**config.mk**
```make
export PLATFORM = sky130hd
export DESIGN_NAME = seg_scan_decoder
export DESIGN_NICKNAME = d
export VERILOG_FILES = /design/src/rtl/seg_scan_decoder.sv
export SDC_FILE = /design/constraint.sdc
export NUM_CORES = 1
export LEC_CHECK = 0
export CELL_PAD_IN_SITES_DETAIL_PLACEMENT = 1
export CELL_PAD_IN_SITES_GLOBAL_PLACEMENT = 1
export CORE_MARGIN = 10
export CORE_UTILIZATION = 46
export CTS_BUF_LIST = sky130_fd_sc_hd__clkbuf_8 sky130_fd_sc_hd__clkbuf_16
export DETAILED_ROUTE_END_ITERATION = 16
export PLACE_DENSITY_LB_ADDON = 0.1
export SYNTH_ARGS = -nofsm -noshare
export SYNTH_HDL_FRONTEND = slang
export SYNTH_SLANG_ARGS = --single-unit
```
**constraint.sdc**
```tcl
create_clock -name clk_i -period 8.1 [get_ports clk_i]
set_clock_uncertainty 0.1 [all_clocks]
set_input_delay 1.62 -clock clk_i [delete_from_list [all_inputs] [get_ports clk_i]]
set_output_delay 1.62 -clock clk_i [all_outputs]
set_load 0.01 [all_outputs]
```
**src/rtl/seg_scan_decoder.sv**
```systemverilog
// Capture side of a multiplexed 8-digit seven-segment scan: rebuilds digit values and dp pointer.
// Optional SEG_SCAN_DOUBLE_CHECK_EN: only publish a frame that matches the previous completed frame.
module seg_scan_decoder #(
  parameter int unsigned SETTLE_CYCLES  = 16,
  parameter int unsigned TIMEOUT_CYCLES = 100000
) (
  input  logic        clk_i,
  input  logic        rst_i,
  input  logic [7:0]  anode_i,
  input  logic [7:0]  cathode_i,
  output logic [31:0] digits_o,
  output logic [7:0]  digit_err_o,
  output logic [2:0]  ptr_o,
  output logic        ptr_valid_o,
  output logic        frame_valid_o,
  output logic        scan_lost_o
);

  localparam int unsigned SW = $clog2(SETTLE_CYCLES);
  localparam int unsigned TW = $clog2(TIMEOUT_CYCLES + 1);
  localparam logic [SW-1:0] SETTLE_LAST = SW'(SETTLE_CYCLES - 1);
  localparam logic [SW-1:0] SETTLE_PRE  = SW'(SETTLE_CYCLES - 2);
  localparam logic [TW-1:0] TO_MAX      = TW'(TIMEOUT_CYCLES);
  localparam logic [TW-1:0] TO_PRE      = TW'(TIMEOUT_CYCLES - 1);

  logic [7:0]    anode_prev_q, anode_prev_d;
  logic [7:0]    cathode_prev_q, cathode_prev_d;
  logic [SW-1:0] settle_q, settle_d;
  logic [TW-1:0] to_q, to_d;
  logic [7:0]    mask_q, mask_d;
  logic [31:0]   stage_dig_q, stage_dig_d;
  logic [7:0]    stage_err_q, stage_err_d;
  logic [7:0]    stage_dp_q, stage_dp_d;
  logic [31:0]   digits_q, digits_d;
  logic [7:0]    err_q, err_d;
  logic [2:0]    ptr_q, ptr_d;
  logic          ptr_valid_q, ptr_valid_d;
  logic          frame_valid_q, frame_valid_d;
  logic          scan_lost_q, scan_lost_d;
`ifdef SEG_SCAN_DOUBLE_CHECK_EN
  logic [31:0]   ref_dig_q, ref_dig_d;
  logic [7:0]    ref_err_q, ref_err_d;
  logic [7:0]    ref_dp_q, ref_dp_d;
  logic          ref_valid_q, ref_valid_d;
`endif

  logic [7:0] sel;
  logic       slot_valid;
  logic [2:0] slot_idx;
  logic       capture;
  logic       timeout_hit;
  logic       frame_done;
  logic       publish;
  logic [3:0] glyph_val;
  logic       glyph_err;
  logic [3:0] dp_cnt;
  logic [2:0] dp_idx;

  function automatic logic [4:0] decode_glyph(input logic [6:0] seg);
    logic [4:0] r;
    case (seg)
      7'h3F: r = 5'h00;
      7'h06: r = 5'h01;
      7'h5B: r = 5'h02;
      7'h4F: r = 5'h03;
      7'h66: r = 5'h04;
      7'h6D: r = 5'h05;
      7'h7D: r = 5'h06;
      7'h07: r = 5'h07;
      7'h7F: r = 5'h08;
      7'h6F: r = 5'h09;
      7'h77: r = 5'h0A;
      7'h7C: r = 5'h0B;
      7'h39: r = 5'h0C;
      7'h5E: r = 5'h0D;
      7'h79: r = 5'h0E;
      7'h71: r = 5'h0F;
      default: r = 5'h10;
    endcase
    return r;
  endfunction

  always_comb begin
    sel        = ~anode_i;
    slot_valid = (sel != 8'h00) && ((sel & (sel - 8'h01)) == 8'h00);
    slot_idx   = '0;
    for (int unsigned i = 0; i < 8; i++) begin
      if (sel[i]) slot_idx = 3'(i);
    end
    {glyph_err, glyph_val} = decode_glyph(~cathode_i[6:0]);

    anode_prev_d   = anode_i;
    cathode_prev_d = cathode_i;

    // Counter parks at SETTLE_LAST so a long dwell captures only once.
    settle_d = '0;
    capture  = 1'b0;
    if (slot_valid && (anode_i == anode_prev_q) && (cathode_i == cathode_prev_q)) begin
      settle_d = (settle_q == SETTLE_LAST) ? settle_q : settle_q + 1'b1;
      capture  = (settle_q == SETTLE_PRE);
    end

    timeout_hit = !capture && (to_q == TO_PRE);
    if (capture)             to_d = '0;
    else if (to_q == TO_MAX) to_d = to_q;
    else                     to_d = to_q + 1'b1;

    if (capture)          scan_lost_d = 1'b0;
    else if (timeout_hit) scan_lost_d = 1'b1;
    else                  scan_lost_d = scan_lost_q;

    frame_done  = (mask_q == 8'hFF);
    stage_dig_d = stage_dig_q;
    stage_err_d = stage_err_q;
    stage_dp_d  = stage_dp_q;
    mask_d      = (frame_done || timeout_hit) ? 8'h00 : mask_q;
    if (capture) begin
      stage_dig_d[4*slot_idx +: 4] = glyph_val;
      stage_err_d[slot_idx]        = glyph_err;
      stage_dp_d[slot_idx]         = ~cathode_i[7];
      mask_d[slot_idx]             = 1'b1;
    end

    dp_cnt = '0;
    dp_idx = '0;
    for (int unsigned i = 0; i < 8; i++) begin
      if (stage_dp_q[i]) begin
        dp_cnt = dp_cnt + 1'b1;
        dp_idx = 3'(i);
      end
    end

`ifdef SEG_SCAN_DOUBLE_CHECK_EN
    // Every completed frame becomes the new reference, matching or not.
    publish     = frame_done && ref_valid_q && (stage_dig_q == ref_dig_q) &&
                  (stage_err_q == ref_err_q) && (stage_dp_q == ref_dp_q);
    ref_dig_d   = frame_done ? stage_dig_q : ref_dig_q;
    ref_err_d   = frame_done ? stage_err_q : ref_err_q;
    ref_dp_d    = frame_done ? stage_dp_q  : ref_dp_q;
    ref_valid_d = timeout_hit ? 1'b0 : (ref_valid_q | frame_done);
`else
    publish = frame_done;
`endif

    digits_d      = digits_q;
    err_d         = err_q;
    ptr_d         = ptr_q;
    ptr_valid_d   = ptr_valid_q;
    frame_valid_d = 1'b0;
    if (publish) begin
      digits_d      = stage_dig_q;
      err_d         = stage_err_q;
      ptr_valid_d   = (dp_cnt == 4'd1);
      ptr_d         = (dp_cnt == 4'd1) ? dp_idx : ptr_q;
      frame_valid_d = 1'b1;
    end
  end

  always_ff @(posedge clk_i) begin
    if (rst_i) begin
      anode_prev_q   <= '1;
      cathode_prev_q <= '1;
      settle_q       <= '0;
      to_q           <= '0;
      mask_q         <= '0;
      stage_dig_q    <= '0;
      stage_err_q    <= '0;
      stage_dp_q     <= '0;
      digits_q       <= '0;
      err_q          <= '0;
      ptr_q          <= '0;
      ptr_valid_q    <= 1'b0;
      frame_valid_q  <= 1'b0;
      scan_lost_q    <= 1'b0;
`ifdef SEG_SCAN_DOUBLE_CHECK_EN
      ref_dig_q      <= '0;
      ref_err_q      <= '0;
      ref_dp_q       <= '0;
      ref_valid_q    <= 1'b0;
`endif
    end else begin
      anode_prev_q   <= anode_prev_d;
      cathode_prev_q <= cathode_prev_d;
      settle_q       <= settle_d;
      to_q           <= to_d;
      mask_q         <= mask_d;
      stage_dig_q    <= stage_dig_d;
      stage_err_q    <= stage_err_d;
      stage_dp_q     <= stage_dp_d;
      digits_q       <= digits_d;
      err_q          <= err_d;
      ptr_q          <= ptr_d;
      ptr_valid_q    <= ptr_valid_d;
      frame_valid_q  <= frame_valid_d;
      scan_lost_q    <= scan_lost_d;
`ifdef SEG_SCAN_DOUBLE_CHECK_EN
      ref_dig_q      <= ref_dig_d;
      ref_err_q      <= ref_err_d;
      ref_dp_q       <= ref_dp_d;
      ref_valid_q    <= ref_valid_d;
`endif
    end
  end

  assign digits_o      = digits_q;
  assign digit_err_o   = err_q;
  assign ptr_o         = ptr_q;
  assign ptr_valid_o   = ptr_valid_q;
  assign frame_valid_o = frame_valid_q;
  assign scan_lost_o   = scan_lost_q;

endmodule

```
==> results.yml, run 1 <==
cells_and_area:
  ff_latch_area_um2: 2780
  multiInputGateArea_um2: 3360
  postLayoutCoreUtil_pct: 56.1
  final_cell_mix: "dfxtp_1, nand2_1, nor2_1"
  n_antenna_cell: 0
  area_growth_pct: 20.6
  instances_no_fill: 987
  final_nets: 826
  drive_gt1_share_pct: 8.30
  n_fill_cell: 1634
  final_common_cell: "dfxtp_1"
synthesis:
  synth_compound_area_share_pct: 10.2
  dominantRegCellSynth: "dfxtp_1"
  yosys.area.top_type: "dfxtp_1"
  synthSimpleGateAreaFrac_pct: 25.8
  synth_nets: 787
  ys_seq_area_share_pct: 43.4
  async_flop_share_pct: 0
  ys_seq_elements: 139
  synth_xor_area_share_pct: 6.50
  syn-cell-area_um2: 6410
  synth_fa_ha_area_share_pct: 2.54
  ys.warnings.count: 0
  synth_edf_count: 0
  synth_top_area_share_pct: 43.4
  netlist_top_cells_area: "dfxtp_1, nand2_1, mux2i_1"
  synthCells: 756
  syn_area_per_cell_um2: 8.48
  synth_top_family_by_area: "simple AND/OR/NAND/NOR gates"
  synth_mux_area_share_pct: 7.44
  synth_cell_types: 63
grt:
  antenna_found_initial: 0
  grt_pass1_vias: 5692
  grt_pass1_wl_mm: 28.7
  overflow: 0
  grt_max_degree: 121
  grt.total_usage_pct: 17.8
floorplanning:
  initial_utilization_pct: 46.5
  die_area_um2: 19100
  die_y_um: 138
  ios: 64
  core_um2: 13800
  die_w_um: 138
  std_cell_rows: 43
routing:
  wirelength_mm: 17.1
  via_count: 5383
  wire_per_inst_um: 17.4
  firstDrtPassIters: 5
  ant_nets: 0
  drc: 0
  viasPerCell: 5.45
  drt_iter0_drc: 274
place:
  dp_cells: 956
  portBuffers: 63
  place_hpwl_mm: 12.0
  gp_congestion: 0.806
timing:
  fmax_mhz: 206
  rsz0062_at_grt: "false"
  slew_headroom_pct: 24.6
  fin_crit_ns: 4.85
  finalSetupViolCount: 0
  tightest_slew_ns: 1.13
  finalMaxSlewViolations: 0
  finalSetupTns_ns: 0
  final_hold_viol_count: 0
  post-route-period-util_pct: 59.9
  hold_ws_ns: 0.345
clock_network:
  cts_setup_buffers: 0
  cts_tree: "yes"
  cts.sinks: 139
  cts-hold-fix-buffers: 0
  cts_root_buf: "clkbuf_16"
  clkLatencyLatePin_ns: 0.42
  h-tree-depth: 4
  max-clock-path-buffers: 2
  cts_buffers: 17
  cts_resized: 0
  clk_pin_slew_ns: 0.06
critical_path:
  cp-start-kind: "primary input"
  cp_max_fo: 8
  end_kind: "register"
  arrival_ns: 5.01
  required_ns: 8.26
  path_class: "primary input to register"
outcome:
  status: "finished, final reports clean"
job:
  maxCapViolCount: 0
min_path:
  hp-class: "register to register"
power:
  peakVddDrop_mv: 0.167
  p_per_area_nw_per_um2: 207
  leakage_nw: 2.97
through the flow:
| stage | instance area (um^2) | power (W) | worst slack, ns |
|---|---|---|---|
| 4_1_cts | 7730 | 0.00161 | 3.21 |
| 3_5_place_dp | 7100 | 0.000780 | 2.84 |
| 3_3_place_gp | 7100 | 0.000777 | 3.10 |
| 6_report | 7730 | 0.00160 | 3.25 |
| 5_1_grt | 7730 | 0.00165 | 2.95 |
| 2_1_floorplan | 6410 | 0.000756 | 3.82 |
final timing paths:
path                                     from             end  slack, ns  cells after the start
worst max register to register  stage_dp_q[1]        ptr_o[2]       3.35                     20
worst min-delay path                 ptr_o[1]        ptr_o[1]       0.35                      2
worst max-delay path               anode_i[2]  stage_dig_q[8]       3.25                     13
worst min register to register       ptr_o[1]        ptr_o[1]       0.35                      2
flip-flops by register name, summed over array words and instances (netlist names):
signal          cells
anode_prev_q        8
cathode_prev_q      8
digit_err_o         8
digits_o           32
frame_valid_o       1
mask_q              8
ptr_o               3
ptr_valid_o         1
scan_lost_o         1
settle_q            4
stage_dig_q        32
stage_dp_q          8
stage_err_q         8
to_q               17
cells in the mapped netlist, types with 2 or more instances:
library cell and n:
nand3_1 26, xor3_1 2, ha_1 13, nor2_1 74, a211oi_1 4, buf_2 7
nor3_1 10, mux2_2 5, nand4_1 12, nand3b_1 6, and3_1 5, nor4_1 9
nand2b_1 26, o21ai_0 16, clkbuf_1 38, inv_1 20, dfxtp_1 139, o41ai_1 2
a31oi_1 3, xnor2_1 12, or3b_2 2, o22ai_1 4, or2_2 19, nand2_1 123
nor4b_1 4, o21bai_1 2, a21oi_1 65, mux2i_1 42, and2_1 3, nor2b_1 4
nor3b_1 5, xor2_1 23
logic make-up (layout without fill, tap and decap cells):
logic type               after synthesis  in the layout
AND/OR/NAND/NOR                      338            338
multiplexers                          47             47
adder cells (fa/ha/maj)               13             13
flip-flops                           139            139
XOR/XNOR                              40             40
buffers and inverters                 66            117
AO/OA/AOI/OAI                        113            113
final cells by class:
| type | instances | share of cell area [%] |
|---|---|---|
| Timing Repair Buffer | 66 | 8.42 |
| Clock buffer | 18 | 5.68 |
| Sequential cell | 139 | 36.0 |
| Clock inverter | 13 | 2.46 |
| Inverter | 20 | 0.972 |
| Tap cell | 180 | 2.91 |
| Multi-Input combinational cell | 551 | 43.5 |
worst max-delay path: stages:
cell             delay [ns]
clkdlybuf4s50_1        0.61
inv_1                  0.06
o21ai_0                0.23
a21boi_0               0.12
o21ai_0                0.52
inv_1                  0.25
ha_1                   0.27
ha_1                   0.21
nor2_1                 0.23
inv_1                  0.12
nor4_4                 0.41
mux2i_1                0.28
nor2_1                 0.07
routing by layer:
| layer | share of wire (%) | global-route usage (%) | vias up |
|---|---|---|---|
| met1 | 43 | 19.8 | 2676 |
| met4 | 0.92 | 5.05 | 0 |
| met2 | 53 | 32.4 | 48 |
| met3 | 2.9 | 4.55 | 17 |
| met5 | 0 | 0 | - |
| li1 | - | - | 2642 |
where the power goes:
group	total (W)	internal, W	leakage (nW)	switching (W)
Clock	0.000833	0.000525	0.313	0.000308
Sequential	0.000693	0.000689	1.12	0.00000350
Combinational	0.0000728	0.0000275	1.53	0.0000453
Total	0.00160	0.00124	2.97	0.000357
Note: power is estimated with default switching activity, not from simulation.
==> inputs of run 2 (changes only) <==
Settings changed: CORE_UTILIZATION 46 to 43.
Clock period 8.1 ns to 5 ns, I/O delays scaled along.
==> run 2 against run 1 <==
Combinational power rose by 66%. Design area about the same. Die area grew 5.9%. Hold slack better by 0.0064 ns. Critical path type is now register to register. Largest cell class unchanged. Highest routed layer unchanged.
==> results.yml, run 2 (synthesis results as in run 1) <==
outcome:
  status: "finished, final reports clean"
critical_path:
  cp_max_fo: 7
  crit_path_frequent_cell: "ha_1"
  end_kind: "register"
  arrival_ns: 4.82
  cp_cell_sequence: "inv_1, ha_1, xor2_1, ha_1, mux2_2, ha_1, mux2_2, ha_1, nand2_1, o31ai_1, o41ai_1, inv_1, ha_1, nand2_1, o21ai_0, ha_1, a2111o_1, a22oi_1, o21ai_1, a211oi_1"
  critPathSlowestCell: "ha_1"
  path_class: "register to register"
  cp-start-kind: "register"
  required_ns: 5.24
  critPathMaxStageDelay_ns: 0.37
routing:
  wirelength_mm: 17.0
  firstDrtPassIters: 4
  viasPerCell: 5.37
  wire_per_inst_um: 17.1
  drt_iter0_drc: 235
  via_count: 5363
  drc: 0
  ant_nets: 0
clock_network:
  clk_pin_slew_ns: 0.06
  cts_tree: "yes"
  cts_buffers: 17
  clkLatencyLatePin_ns: 0.42
  cts-hold-fix-buffers: 0
  h-tree-depth: 4
  cts_root_buf: "clkbuf_16"
  cts_resized: 0
  cts.sinks: 139
  cts_setup_buffers: 0
  max-clock-path-buffers: 2
cells_and_area:
  drive_gt1_share_pct: 9.21
  final_nets: 832
  area_growth_pct: 20.5
  stdcell_area_um2: 7720
  final_cell_mix: "dfxtp_1, nand2_1, nor2_1"
  n_antenna_cell: 0
  final_common_cell: "dfxtp_1"
  n_fill_cell: 1678
power:
  peakVddDrop_mv: 0.256
  leakage_nw: 2.96
  power_w: 0.00245
  p_per_area_nw_per_um2: 318
floorplanning:
  initial_utilization_pct: 43.9
  die_y_um: 142
  core_um2: 14600
  die_w_um: 142
  std_cell_rows: 44
  ios: 64
  die_area_um2: 20200
job:
  maxCapViolCount: 0
grt:
  grt_pass1_wl_mm: 28.6
  antenna_found_initial: 0
  grt.total_usage_pct: 17.2
  grt_pass1_vias: 5740
  grt_max_degree: 78
  overflow: 0
timing:
  post-route-period-util_pct: 91.6
  rsz0062_at_grt: "false"
  tightest_slew_ns: 0.952
  fmax_mhz: 218
  finalSetupViolCount: 0
  final_hold_viol_count: 0
  finalSetupTns_ns: 0
  slew_headroom_pct: 36.2
  finalMaxSlewViolations: 0
  fin_crit_ns: 4.58
place:
  place_area_um2: 7150
  gp_congestion: 0.810
  portBuffers: 63
  place_hpwl_mm: 11.9
min_path:
  hp-class: "register to register"
-- run 2: cell type report --
cell class	count	area, um^2	share of cell area [%]
well taps	184	230	2.98
multi-input cells	551	3360	43.6
repair buffers	72	696	9.01
clock inverters	12	105	1.36
inverters	20	75.1	0.972
clock buffers	20	467	6.05
flip-flops and latches	139	2780	36.0
-- run 2: stage by stage --
step | hold slack (ns) | worst slack (ns) | utilization (%) | cells
floorplan | 0.331 | 0.723 | - | 756
global placement | 0.336 | 0.568 | 49.0 | 966
detailed placement | 0.349 | 0.400 | 49.0 | 966
CTS | 0.359 | 0.394 | 52.9 | 998
global route | 0.378 | 0.0907 | 52.9 | 998
finish | 0.351 | 0.422 | 52.9 | 998
-- run 2: worst paths after layout --
kind	start	endpoint	slack, ns	cells past startpoint
worst max-delay path	stage_dp_q[1]	ptr_o[2]	0.42	20
worst min-delay path	stage_dig_q[1]	digits_o[1]	0.35	2
worst max register to register	stage_dp_q[1]	ptr_o[2]	0.42	20
worst min register to register	stage_dig_q[1]	digits_o[1]	0.35	2
-- run 2: metal layers --
| layer | global-route usage [%] | part of all wire [%] |
|---|---|---|
| met1 | 19.1 | 42 |
| met2 | 31.5 | 53 |
| met3 | 3.77 | 3.3 |
| met4 | 6.19 | 1.4 |
| met5 | 0 | 0 |
-- run 2: power by group --
part	total (W)	internal [W]	switching (W)	leakage, nW
combinational	0.000121	0.0000468	0.0000744	1.56
clock	0.00121	0.000687	0.000523	0.270
sequential	0.00112	0.00112	0.00000558	1.12
-- run 2: worst max-delay path: cells and delay by family (launching register included) --
family	cells	cell delay [ns]
buffers and inverters	2	0.16
AO/OA/AOI/OAI	7	1.17
multiplexers	2	0.57
AND/OR/NAND/NOR	2	0.14
XOR/XNOR	1	0.18
adder cells (fa/ha/maj)	6	1.83
flip-flops	1	0.36
